$ cat src/rtl/rom_arbiter.sv
`default_nettype none
// ============================================================================
// Module   : rom_arbiter
// Purpose  : Two-port round-robin arbiter and read sequencer for a single
//            shared synchronous ROM with a 1-cycle registered read.
//            Grants one request at a time, drives the ROM address, waits for
//            the ROM read latency, and returns the byte to the winning port
//            with a one-cycle valid pulse.
// Ports    : clk, rst_n       - clock, asynchronous active-low reset
//            req0/addr0       - port 0 level request and address
//            gnt0             - port 0 address-accepted pulse
//            rdata0/vld0      - port 0 read data and update pulse
//            req1/addr1/gnt1/rdata1/vld1 - same for port 1
//            rom_addr         - registered address to the ROM
//            rom_data         - data returned by the ROM
//            busy             - high while a transaction is in flight
// Revision : 1.0 - initial release
// ============================================================================
module rom_arbiter #(
    parameter int ADDR_W = 5,
    parameter int DATA_W = 8
) (
    input  logic              clk,
    input  logic              rst_n,
    input  logic              req0,
    input  logic [ADDR_W-1:0] addr0,
    output logic              gnt0,
    output logic [DATA_W-1:0] rdata0,
    output logic              vld0,
    input  logic              req1,
    input  logic [ADDR_W-1:0] addr1,
    output logic              gnt1,
    output logic [DATA_W-1:0] rdata1,
    output logic              vld1,
    output logic [ADDR_W-1:0] rom_addr,
    input  logic [DATA_W-1:0] rom_data,
    output logic              busy
);

    localparam logic [1:0] ST_IDLE = 2'd0;
    localparam logic [1:0] ST_READ = 2'd1;
    localparam logic [1:0] ST_CAPT = 2'd2;

    logic [1:0] r_state;
    logic       r_last;   // port granted most recently (1 after reset so port 0 wins first tie)
    logic       r_win;    // port owning the transaction in flight
    logic       w_any;
    logic       w_pick;   // port that would be granted this cycle (0 or 1)

    // On a tie the port that was not granted last wins; with a single
    // requester, that requester wins. w_pick is only used when w_any is set.
    always_comb begin
        w_any  = req0 | req1;
        w_pick = 1'b0;
        if (req0 && req1) begin
            w_pick = ~r_last;
        end else begin
            w_pick = ~req0;
        end
    end

    always_ff @(posedge clk or negedge rst_n) begin
        if (!rst_n) begin
            r_state  <= ST_IDLE;
            r_last   <= 1'b1;
            r_win    <= 1'b0;
            gnt0     <= 1'b0;
            gnt1     <= 1'b0;
            vld0     <= 1'b0;
            vld1     <= 1'b0;
            rdata0   <= '0;
            rdata1   <= '0;
            rom_addr <= '0;
        end else begin
            // Pulses last exactly one cycle unless re-set below.
            gnt0 <= 1'b0;
            gnt1 <= 1'b0;
            vld0 <= 1'b0;
            vld1 <= 1'b0;
            case (r_state)
                ST_IDLE: begin
                    if (w_any) begin
                        rom_addr <= w_pick ? addr1 : addr0;
                        gnt0     <= ~w_pick;
                        gnt1     <= w_pick;
                        r_last   <= w_pick;
                        r_win    <= w_pick;
                        r_state  <= ST_READ;
                    end
                end
                ST_READ: begin
                    // ROM registers mem[rom_addr] on this edge.
                    r_state <= ST_CAPT;
                end
                ST_CAPT: begin
                    if (r_win) begin
                        rdata1 <= rom_data;
                        vld1   <= 1'b1;
                    end else begin
                        rdata0 <= rom_data;
                        vld0   <= 1'b1;
                    end
                    r_state <= ST_IDLE;
                end
                default: begin
                    r_state <= ST_IDLE;
                end
            endcase
        end
    end

    assign busy = (r_state != ST_IDLE);

endmodule
`default_nettype wire
$ cat config.mk
export PLATFORM = sky130hd
export DESIGN_NAME = rom_arbiter
export DESIGN_NICKNAME = d
export VERILOG_FILES = /design/src/rtl/rom_arbiter.sv
export SDC_FILE = /design/constraint.sdc
export NUM_CORES = 1
export LEC_CHECK = 0
export BUFFER_PORTS_ARGS = -buffer_cell sky130_fd_sc_hd__buf_2
export CORE_ASPECT_RATIO = 0.6
export CORE_MARGIN = 3
export CORE_UTILIZATION = 35
export DETAILED_ROUTE_END_ITERATION = 6
export GPL_ROUTABILITY_DRIVEN = 0
export GPL_TIMING_DRIVEN = 0
export PLACE_DENSITY = 0.63
export SYNTH_ARGS = -nofsm -noshare
export SYNTH_HDL_FRONTEND = slang
export SYNTH_SLANG_ARGS = --single-unit
$ cat constraint.sdc
create_clock -name clk -period 1.85 [get_ports clk]
set_input_delay 0.185 -clock clk [delete_from_list [all_inputs] [get_ports clk]]
set_output_delay 0.185 -clock clk [all_outputs]
set_load 0.005 [all_outputs]
==> results of run 1 <==
## metal layers
layer / global-route usage / up-vias
met3: 0.0511 / 6
met4: 0.0674 / 0
met2: 0.238 / 18
met5: 0 / -
li1: - / 410
met1: 0.181 / 443
## power groups by stage
stage	Clock, uW	Sequential (uW)	Combinational (uW)
after floorplan	0	1130	571
after global placement	0	1100	996
after detailed placement	0	1120	1030
after CTS	505	1110	1040
after global routing	538	1150	1120
final	484	1110	1010
## final timing paths
kind                       slack [ps]  cells past startpoint    endpoint        from
min in group asynchronous         470                      2   rdata1[3]       rst_n
max in group asynchronous         960                      2   rdata1[0]       rst_n
setup / recovery                  490                      4        busy  r_state[0]
hold / removal                    110                      2      r_last        req0
setup reg to reg                  520                      3   rdata0[5]       r_win
hold reg to reg                   470                      1  r_state[1]  r_state[1]
## metrics by stage
step	setup WS (ps)	cells	hold WS [ps]	cell area [um2]
3_3_place_gp	489	175	240	1470
4_1_cts	472	184	111	1570
5_1_grt	381	184	118	1570
6_report	492	184	115	1570
2_1_floorplan	640	87	-111	1190
3_5_place_dp	507	175	250	1470
## worst max-delay path, cell delays in order (launching register included)
cell,delay [ps]
sky130_fd_sc_hd__dfrtp_1,390
sky130_fd_sc_hd__nor2_1,160
sky130_fd_sc_hd__buf_4,190
sky130_fd_sc_hd__inv_1,40
sky130_fd_sc_hd__buf_2,120
## cells in the final DEF, fill, tap and decap left out
master / n
sky130_fd_sc_hd__a21boi_0: 1
sky130_fd_sc_hd__a21oi_1: 7
sky130_fd_sc_hd__a31oi_1: 1
sky130_fd_sc_hd__a31oi_2: 5
sky130_fd_sc_hd__and2_4: 1
sky130_fd_sc_hd__and3_2: 1
sky130_fd_sc_hd__buf_2: 47
sky130_fd_sc_hd__buf_4: 1
sky130_fd_sc_hd__buf_6: 3
sky130_fd_sc_hd__clkbuf_1: 1
sky130_fd_sc_hd__clkbuf_8: 5
sky130_fd_sc_hd__clkinv_2: 2
sky130_fd_sc_hd__dfrtp_1: 28
sky130_fd_sc_hd__dfstp_2: 1
sky130_fd_sc_hd__dlygate4sd3_1: 1
sky130_fd_sc_hd__inv_1: 3
sky130_fd_sc_hd__mux2_2: 16
sky130_fd_sc_hd__nand2b_1: 1
sky130_fd_sc_hd__nand3_1: 5
sky130_fd_sc_hd__nand3b_1: 1
sky130_fd_sc_hd__nor2_1: 2
sky130_fd_sc_hd__nor2b_1: 2
sky130_fd_sc_hd__nor3b_1: 1
sky130_fd_sc_hd__o21ai_0: 5
sky130_fd_sc_hd__or2_1: 1
## flip-flops by register name (all words and copies together) (netlist names)
name and cells:
rdata0 8, rdata1 8, rom_addr 5, r_state 2, gnt0 1, gnt1 1
r_last 1, r_win 1, vld0 1, vld1 1
## area by class of cell
| cell class | count | area [um2] |
|---|---|---|
| multi-input combinational | 50 | 405 |
| sequential | 29 | 727 |
| fill | 290 | 1490 |
| clock buffer | 6 | 72.6 |
| clock inverter | 2 | 10.0 |
| timing repair buffer | 47 | 240 |
| tap | 42 | 52.6 |
| buffer | 5 | 46.3 |
| inverter | 3 | 11.3 |
## logic make-up after synthesis
group / synth area share
buf+inv: 0.0484
mux: 0.151
compound gates: 0.115
simple gates: 0.0747
flops: 0.611
==> impl.org, run 1 <==
** STA
- Setup violations remaining at the end of the flow were counted as 0.
- For the finished layout, the period the worst path requires is about 1400 ps.
- Setup tns final :: 0 ps
- F_max :: roughly 0.74 GHz
- At the pin with the least slew margin, the transition time is ~640 ps.
- The final number of max-transition violations came to 0.
- Setup repair after global routing left no endpoint under its margin.
- Worst relative slew slack :: 0.576
- The final-report hold violation count is 0.
- In the finished design, the share of the clock period the worst path needs comes to 0.734.
- The clock arrives with between 3 and 4 ps of skew.

** Pwr
- For this design the static power due to leakage is 0.000754 uW.
- Power Density :: about 1700 nW/um2
- Of the total power, the share spent switching nets is 0.319.
- Highest ir drop seen on vdd :: a little over 0.6 mV
- Of the total power, the clock network draws 0.186.
- The share of total power dissipated in combinational logic is 0.388.
- The design draws 2600 uW.
- The internal portion of the total power is about 1800 uW.
- The share of total power dissipated in sequential elements is 0.426.
- Switching power :: between 800 and 900 uW

** Clocking
- Post-CTS setup repair buffer count :: 0
- Level count of the clock H-tree :: 2
- The number of clock buffers added by TritonCTS is 5.
- The longest clock path from root to sink contains 2 buffers.
- The number of hold buffers added after CTS was 1.
- The clock reaches the later pin of the worst-skew pair after 270 ps.
- After clock tree synthesis, the repair step resized 0 gates.
- Clock Tree Root :: sky130_fd_sc_hd__clkbuf_8
- Number of clock sinks seen by CTS :: 29
- TritonCTS built the clock tree.
- Clock input transition at the sequential cells of the worst setup and hold paths :: 60 ps

** Routing
- Total vias in the final route :: between 800 and 900
- In the final routed layout, each cell accounts on average for 14.2 um.
- In this run, the number of DRC markers left after iteration 0 of detailed routing was 34.
- In the detailed route, the total length drawn on met3 is 116 um.
- After detailed routing, the number of remaining DRC violations is 0.
- After detailed routing, the wire length on met1 is about 1200 um.
- In this run the top signal layer used is met4.
- Summed over all layers, the routed wires come to around 2600 um.
- Post-route ant nets :: 0
- Via density :: ~4.8
- Wire segments on met2 add up to about 1200 um in the final route.
- First-pass detailed-route iteration total :: 3

** Floorplanning
- Number of top-level pins :: 48
- The die covers 4160 um2.
- The die is approximately 51 um tall.
- The floorplan step defined a core boundary enclosing a little over 3000 um2.
- For this configuration, the core starts out at a cell density of 0.389.
- Die Width :: 81.3 um
- Floorplan row count :: 15

** Run
- Max-cap violations :: 0

** Layout
- The number of antenna diodes in the final layout is 0.
- Of the cells placed in the final design, the portion with a size suffix greater than 1 is 0.577.
- Area growth from synthesis to final layout :: 31.5%
- After the last flow step, the layout net total stands at between 150 and 200.
- Once layout is complete, the utilization of the core stands at 0.512.

** Logic synthesis
- The share of synthesized area in the top cell type comes to 0.589.
- For this run, the number of Yosys warnings is 0.
- The synthesized design contains 0 enable-type register cells.
- The average instance in the mapped netlist occupies approximately 14 um2.
- Synth Net Count :: ~110
- Synthesis produced 87 cells.
- Biggest area contributors in the synthesized netlist :: sky130_fd_sc_hd__dfrtp_1 (59%), sky130_fd_sc_hd__mux2_2 (15%), sky130_fd_sc_hd__a31oi_2 (5.3%), sky130_fd_sc_hd__a21oi_1 (2.9%), sky130_fd_sc_hd__buf_6 (2.8%)
- Among all flip-flop cells after synthesis, the most frequent one is sky130_fd_sc_hd__dfrtp_1.
- Number of synthesized register bits :: 29
- The synthesized design spends more area on one cell type than any other, namely sky130_fd_sc_hd__dfrtp_1.
- The share of the Yosys chip area taken by registers is 0.611.
- The cell area that synthesis handed to floorplanning was around 1200 um2.
- Cell variety after synth :: 21
- After synthesis, the share of flip-flops with an asynchronous set or reset is 1.00.
- Most instantiated cells after synthesis :: sky130_fd_sc_hd__dfrtp_1 (28), sky130_fd_sc_hd__mux2_2 (16), sky130_fd_sc_hd__a21oi_1 (7)
- Dominant cell by count in the synthesized netlist :: sky130_fd_sc_hd__dfrtp_1

** Global route
- Global-route wire length before repair :: ~4500 um
- Overall routing resource usage :: 0.149
- Leftover overflow at the end of global routing :: 0
- The number of global-route vias before repair is between 900 and 1,000.
- Pin count of the biggest net entering global routing :: 30
- Antenna violations before repair :: 0

** Setup path
- Critical Path RT :: between 1500 and 2000 ps
- Crit path launch type :: flip-flop
- The worst setup path is of the reg -> out kind.
- The worst setup path is captured at a primary output.
- Biggest fanout along the worst timing path :: 10
- CP Data Arrival Time :: 1170 ps

** Placement
- Input and output buffers added on the ports amount to 46.
- The HPWL after detailed placement is 1940 um.

** Worst hold path
- Tightest Hold Check Type :: in -> reg

** Outcome
- The flow ran to the end, and the final reports show no timing, DRC or antenna violations.
No activity file was read; power rests on OpenSTA's default activity.
==> inputs of run 2 (changes only) <==
clock period = 1.3 ns   (was 1.85 ns; I/O delays follow)
==> impl.org, run 2 (synthesized netlist as in run 1, its figures left out) <==
** Outcome
- Result of the run :: completed

** Pwr
- The share of total power dissipated in sequential elements is 0.405.
- Of the total power, the share spent switching nets is 0.317.
- The share of total power dissipated in the clock network is 0.175.
- For this design the ratio of total power to cell area is between 2000 and 2500 nW/um2.
- Summed over all cells, the static leakage comes to 0.000801 uW.
- The share of total power dissipated in combinational logic is 0.420.
- Highest ir drop seen on vdd :: 0.889 mV
- Switching power :: around 1200 uW
- Internal power comes to approximately 2700 uW.

** Routing
- Total vias in the final route :: between 900 and 1,000
- DRC :: 0
- Post-detailed-routing wire length :: around 2800 um
- First-pass detailed-route iteration total :: 4
- After detailed routing, the number of vias per cell comes to around 4.8.
- Initial detailed-routing violation count :: between 50 and 60
- After detailed routing, the average wire length per cell comes to around 15 um.
- In this run the remaining antenna-violating nets after routing total 0.

** Placement
- Summed over all nets, the half-perimeter wirelength after detailed placement is 1940 um.
- Input and output buffers added on the ports amount to 46.
- Worst slack after detailed placement :: -43.1 ps

** Layout
- The repair_antennas step left the layout with diodes totalling 0.
- Multi-input logic area :: approximately 430 um2
- From synthesis to final layout, the design area changed by 38.3%.
- Leading registers by flop count :: rdata0 x8, rdata1 x8, rom_addr x5
- Leading cell type in the layout, fill and taps excluded :: sky130_fd_sc_hd__buf_2
- Share of final-layout standard cells stronger than drive strength 1 :: 0.617
- Fill cells in the final layout number approximately 280.
- Leaving out fill and tap cells, the most frequent cells in the layout are sky130_fd_sc_hd__buf_2 (46), sky130_fd_sc_hd__dfrtp_1 (28), sky130_fd_sc_hd__mux2_2 (13), sky130_fd_sc_hd__buf_4 (8), sky130_fd_sc_hd__a21oi_1 (7).
- Register area :: a little over 700 um2
- In the final design database the tool counted 170 nets.

** Setup path
- Critical Path RT :: about 1500 ps
- For the worst setup path, the data arrival time is around 1500 ps.
- Kind of end point of the critical path :: flip-flop
- Start-to-end type of the worst setup path :: reg -> reg
- Crit path launch type :: flip-flop
- Biggest fanout along the worst timing path :: 5

** Global route
- Pin count of the biggest net entering global routing :: 30
- The number of global-route vias before repair came to 958.
- Overall routing resource usage :: 0.152
- The initial antenna violation count is 0.
- After global routing the overflow that remains totals 0.
- The first global-routing pass estimated roughly 4600 um of wire.

** STA
- Setup skew after layout :: about 3.8 ps
- The tightest hold path in the finished design has a slack of 62.5 ps.
- Setup violations remaining at the end of the flow were counted as 0.
- In the post-route analysis, the smallest setup slack over all paths is 0.741 ps.
- Worst relative slew slack :: 0.572
- For the finished layout, the period the worst path requires is between 1000 and 1500 ps.
- Endpoints failing hold :: 0
- Slew of the pin with the lowest slew margin :: 642 ps
- F_max :: between 0.7 and 0.8 GHz
- Post-route fraction of the period consumed by the critical path :: 0.999
- The final number of max-transition violations came to 0.
- Unrepaired setup endpoints after global routing :: true

** Clocking
- The H-tree was split into 2 levels.
- Number of buffers on the longest clock path :: 2
- Number of buffers inserted during clock tree synthesis :: 5
- Clock input transition at the sequential cells of the worst setup and hold paths :: 60 ps
- Clock Tree Root :: sky130_fd_sc_hd__clkbuf_8
- The clock reaches the later pin of the worst-skew pair after 270 ps.
- TritonCTS clock tree :: built
- The tree built by TritonCTS fans out to 29 sinks.

** Floorplanning
- Pin placement for this block handled 48 I/O pins.
- Total core area :: ~3100 um2
- From left edge to right edge, the die measures between 80 and 90 um.
- For this configuration, the core starts out at a cell density of 0.389.
- Die area :: between 4000 and 5000 um2
- Die height :: approximately 50 um
- Floorplan row count :: 15

** Run
- Max-cap violations in this run came to 0.

** Worst hold path
- The worst hold path belongs to the class in -> reg.
-- run 2: cell types whose count changed in the layout (fill, tap and decap cells not counted), sizes merged --
cell and delta:
buf +7
-- run 2: metrics by stage --
stage / instance area, um2 / total power (uW) / setup TNS, ps / cells / util
4_1_cts: 1590 / 3860 / 0 / 187 / 0.520
3_3_place_gp: 1470 / 2980 / -485 / 175 / 0.481
6_report: 1650 / 3920 / 0 / 191 / 0.538
2_1_floorplan: 1190 / 2420 / 0 / 87 / -
3_5_place_dp: 1470 / 3060 / -458 / 175 / 0.481
5_1_grt: 1650 / 4240 / -338 / 191 / 0.538
-- run 2: worst paths after layout --
kind                            startpoint         end  depth (start not counted)  slack, ps
worst max-delay path                 r_win   rdata0[0]                          4        0.7
worst min-delay path                  req0      r_last                          2         60
worst max register to register       r_win   rdata0[0]                          4        0.7
max in group asynchronous            rst_n   rdata1[0]                          2        460
min in group asynchronous            rst_n   rdata0[6]                          2        420
worst min register to register  r_state[1]  r_state[1]                          1        490
-- run 2: power groups by stage --
stage,Combinational [uW],Sequential [uW],Clock (uW)
2_1_floorplan,813,1610,0
3_3_place_gp,1420,1570,0
3_5_place_dp,1470,1590,0
4_1_cts,1560,1580,718
5_1_grt,1810,1660,765
6_report,1650,1590,687
-- run 2: final cells by class --
cell class	count	area share
Buffer	5	0.0297
Timing Repair Buffer	54	0.180
Clock buffer	6	0.0441
Tap cell	42	0.0319
Sequential cell	29	0.442
Inverter	3	0.00684
Clock inverter	2	0.00608
Multi-Input combinational cell	50	0.259
-- run 2: what timing repair did --
action / CTS / global route
setup endpoints to repair: 17 / 12
hold buffers: 1 / 0
hold endpoints to repair: 28 / 0
resized for setup: 1 / 9
pin swaps: 0 / 2
setup buffers: 3 / 4
-- run 2: worst max-delay path, cell delays in order (launching register included) --
cell	delay, ps
sky130_fd_sc_hd__dfrtp_1	410
sky130_fd_sc_hd__nor3b_2	180
sky130_fd_sc_hd__buf_4	130
sky130_fd_sc_hd__buf_6	120
sky130_fd_sc_hd__mux2_2	330
-- run 2: layer usage --
metal | vias up | routed length (um) | share of wire | global-route usage
met5 | - | 0 | 0 | 0
met4 | 0 | 55 | 0.020 | 0.0674
met3 | 6 | 135 | 0.049 | 0.0511
met2 | 22 | 1350 | 0.49 | 0.243
met1 | 456 | 1240 | 0.45 | 0.185
li1 | 425 | - | - | -
==> inputs of run 3 (changes only) <==
SETUP_SLACK_MARGIN = 0.05   (was not set)
==> impl.org, run 3 (synthesized netlist as in run 1, its figures left out) <==
** Outcome
- Result of the run :: completed

** Clocking
- Clock Tree Root :: sky130_fd_sc_hd__clkbuf_8
- Clock-pin slew was measured on the worst setup and hold paths at roughly 60 ps.
- The clock tree synthesis step divided the H-tree into 2 levels.
- Number of buffers on the longest clock path :: 2
- Clock tree synthesis inserted a total of 5 buffers.
- Worst-Skew Late Latency :: between 200 and 300 ps
- TritonCTS clock tree :: built
- Number of clock sinks seen by CTS :: 29

** Layout
- Of the cells placed in the final design, the portion with a size suffix greater than 1 is 0.619.
- Most frequent cells in the layout :: sky130_fd_sc_hd__buf_2 (46), sky130_fd_sc_hd__dfrtp_1 (28), sky130_fd_sc_hd__mux2_2 (15), sky130_fd_sc_hd__a21oi_1 (7), sky130_fd_sc_hd__buf_6 (6)
- Measured on the finished design, the core utilization comes to 0.533.
- Area growth from synthesis to final layout :: 37.0%
- Total Nets Final :: around 170
- Final-layout fill cell count :: 284
- Leading registers by flop count :: rdata0 x8, rdata1 x8, rom_addr x5
- The repair_antennas step left the layout with diodes totalling 0.
- Leading cell type in the layout, fill and taps excluded :: sky130_fd_sc_hd__buf_2

** Global route
- Vias in the first global route :: roughly 970
- The total overflow left after global routing is 0.
- Entering global routing, the biggest net connects 30 pins.
- The initial antenna violation count came to 0.
- Overall routing resource usage :: 0.152
- Global-route wire length before repair :: approximately 4600 um

** Placement
- Buffers placed on the I/O ports in this run total 46.
- Detailed placement ended at an HPWL of 1940 um.

** STA
- At the pin with the least slew margin, the transition time is between 600 and 700 ps.
- The smallest clock period supported by the final layout is computed as ~1300 ps.
- Unrepaired setup endpoints after global routing :: true
- Between clock sinks in the finished design, the worst skew comes to 3.90 ps.
- Dividing the final minimum period by the clock period gives 0.977.
- The final number of max-transition violations was 0.
- F_max :: roughly 0.79 GHz
- Setup total negative slack on the finished layout was measured at 0 ps.
- In this run the tightest slew margin relative to its limit is 0.574.
- Number of endpoints failing setup at the final stage :: 0
- The final-report hold violation count was 0.

** Setup path
- Register-to-Register Path Depth :: 3
- By startpoint and endpoint, the worst setup path is classified as reg -> reg.
- Kind of end point of the critical path :: flip-flop
- Along the worst path, the maximum fanout reaches 4.
- The setup check on the worst reg-to-reg path leaves a slack of 30 ps.
- RR Endpoint :: rdata0[7]
- At the worst endpoint, the required time is between 1000 and 1500 ps.
- R2R Path Start :: r_win
- STA puts the critical path data arrival time at ~1400 ps.
- Crit path launch type :: flip-flop

** Floorplanning
- Die height :: roughly 50 um
- Total core area :: 3060 um2
- Measured along the x axis, the die boundary spans between 80 and 90 um.
- Floorplan row count :: 15
- The die covers 4160 um2.
- 48 I/O pins were placed.
- Initial standard-cell utilization of the core :: 0.389

** Routing
- Via density :: 4.76
- The first detailed-routing pass ran for 4 iterations.
- DRC :: 0
- Post-detailed-routing wire length :: ~2700 um
- Once detail routing completed, the nets flagged for antenna violations numbered 0.
- In the final routed layout, each cell accounts on average for roughly 14 um.
- The routed layout has 900 vias.
- The first routing iteration left between 50 and 60 violations.

** Worst hold path
- The worst hold path begins at req0.
- The path with the worst hold slack has its endpoint at r_last.
- Number of cells traversed by the worst hold path :: 2
- Tightest Hold Check Type :: in -> reg

** Pwr
- Highest ir drop seen on vdd :: approximately 0.89 mV
- Of the total power, the share spent switching nets is 0.317.
- Power Density :: approximately 2400 nW/um2
- Combinational share of power :: 0.418
- Static Leakage :: about 0.0008 uW
- Clock share of power :: 0.176
- Switching power :: about 1200 uW
- Of the total power, registers draw 0.406.
- Internal power :: 2670 uW

** Run
- Max-cap violations :: 0
## run 3: changes by cell type in the layout (fill, tap and decap cells not counted)
cell	before	now
sky130_fd_sc_hd__mux2_2	13	15
sky130_fd_sc_hd__mux2_4	3	1
sky130_fd_sc_hd__inv_2	0	1
sky130_fd_sc_hd__buf_4	8	4
sky130_fd_sc_hd__buf_6	4	6
sky130_fd_sc_hd__inv_1	3	2
## run 3: what timing repair did
action,CTS,global route
pin swaps,0,2
gates resized for setup,1,9
hold buffers,1,0
hold endpoints to repair,28,0
endpoints found under the setup margin,17,17
gates cloned,0,1
setup buffers,4,0
## run 3: layer usage
metal	routed length [um]	vias to the layer above	global-route usage
met5	0	-	0
met4	55	0	0.0674
met3	116	6	0.0511
met2	1310	18	0.243
met1	1220	451	0.185
li1	-	425	-
## run 3: power groups by stage
stage               clock [uW]  sequential (uW)  combinational [uW]
finish                     687             1590                1630
global route               765             1660                1790
floorplan                    0             1610                 813
CTS                        718             1580                1570
global placement             0             1570                1420
detailed placement           0             1590                1470
## run 3: stage by stage
step / area (um2) / total power [uW] / setup WS [ps] / hold WS, ps / std cells
2_1_floorplan: 1190 / 2420 / 90.2 / -166 / 87
6_report: 1630 / 3910 / 30.5 / 61.5 / 189
5_1_grt: 1630 / 4220 / -22.7 / 62.7 / 189
3_5_place_dp: 1470 / 3060 / -43.1 / 195 / 175
4_1_cts: 1600 / 3870 / 9.12 / 55.6 / 188
3_3_place_gp: 1470 / 2980 / -60.9 / 185 / 175
## run 3: worst max-delay path, stage by stage (launching register included)
cell and delay (ps):
sky130_fd_sc_hd__dfrtp_1 410, sky130_fd_sc_hd__nor3b_2 220, sky130_fd_sc_hd__buf_2 190, sky130_fd_sc_hd__mux2_2 340
## run 3: worst max path at each step
stage	start	endpoint	slack [ps]
after floorplan	r_state[0]	rdata0[0]	90
after global placement	r_state[0]	rdata1[0]	-60
after detailed placement	r_state[0]	rdata1[1]	-40
after CTS	r_win	rdata0[5]	9
after global routing	r_win	rdata0[6]	-20
final	r_win	rdata0[7]	30
## run 3: area by class of cell
type,instances,area [um2],share of cell area
Buffer,5,52.6,0.0322
Clock buffer,6,72.6,0.0445
Clock inverter,2,10.0,0.00614
Inverter,3,11.3,0.00691
Multi-Input combinational cell,50,419,0.257
Sequential cell,29,727,0.446
Tap cell,42,52.6,0.0322
Timing Repair Buffer,52,285,0.175
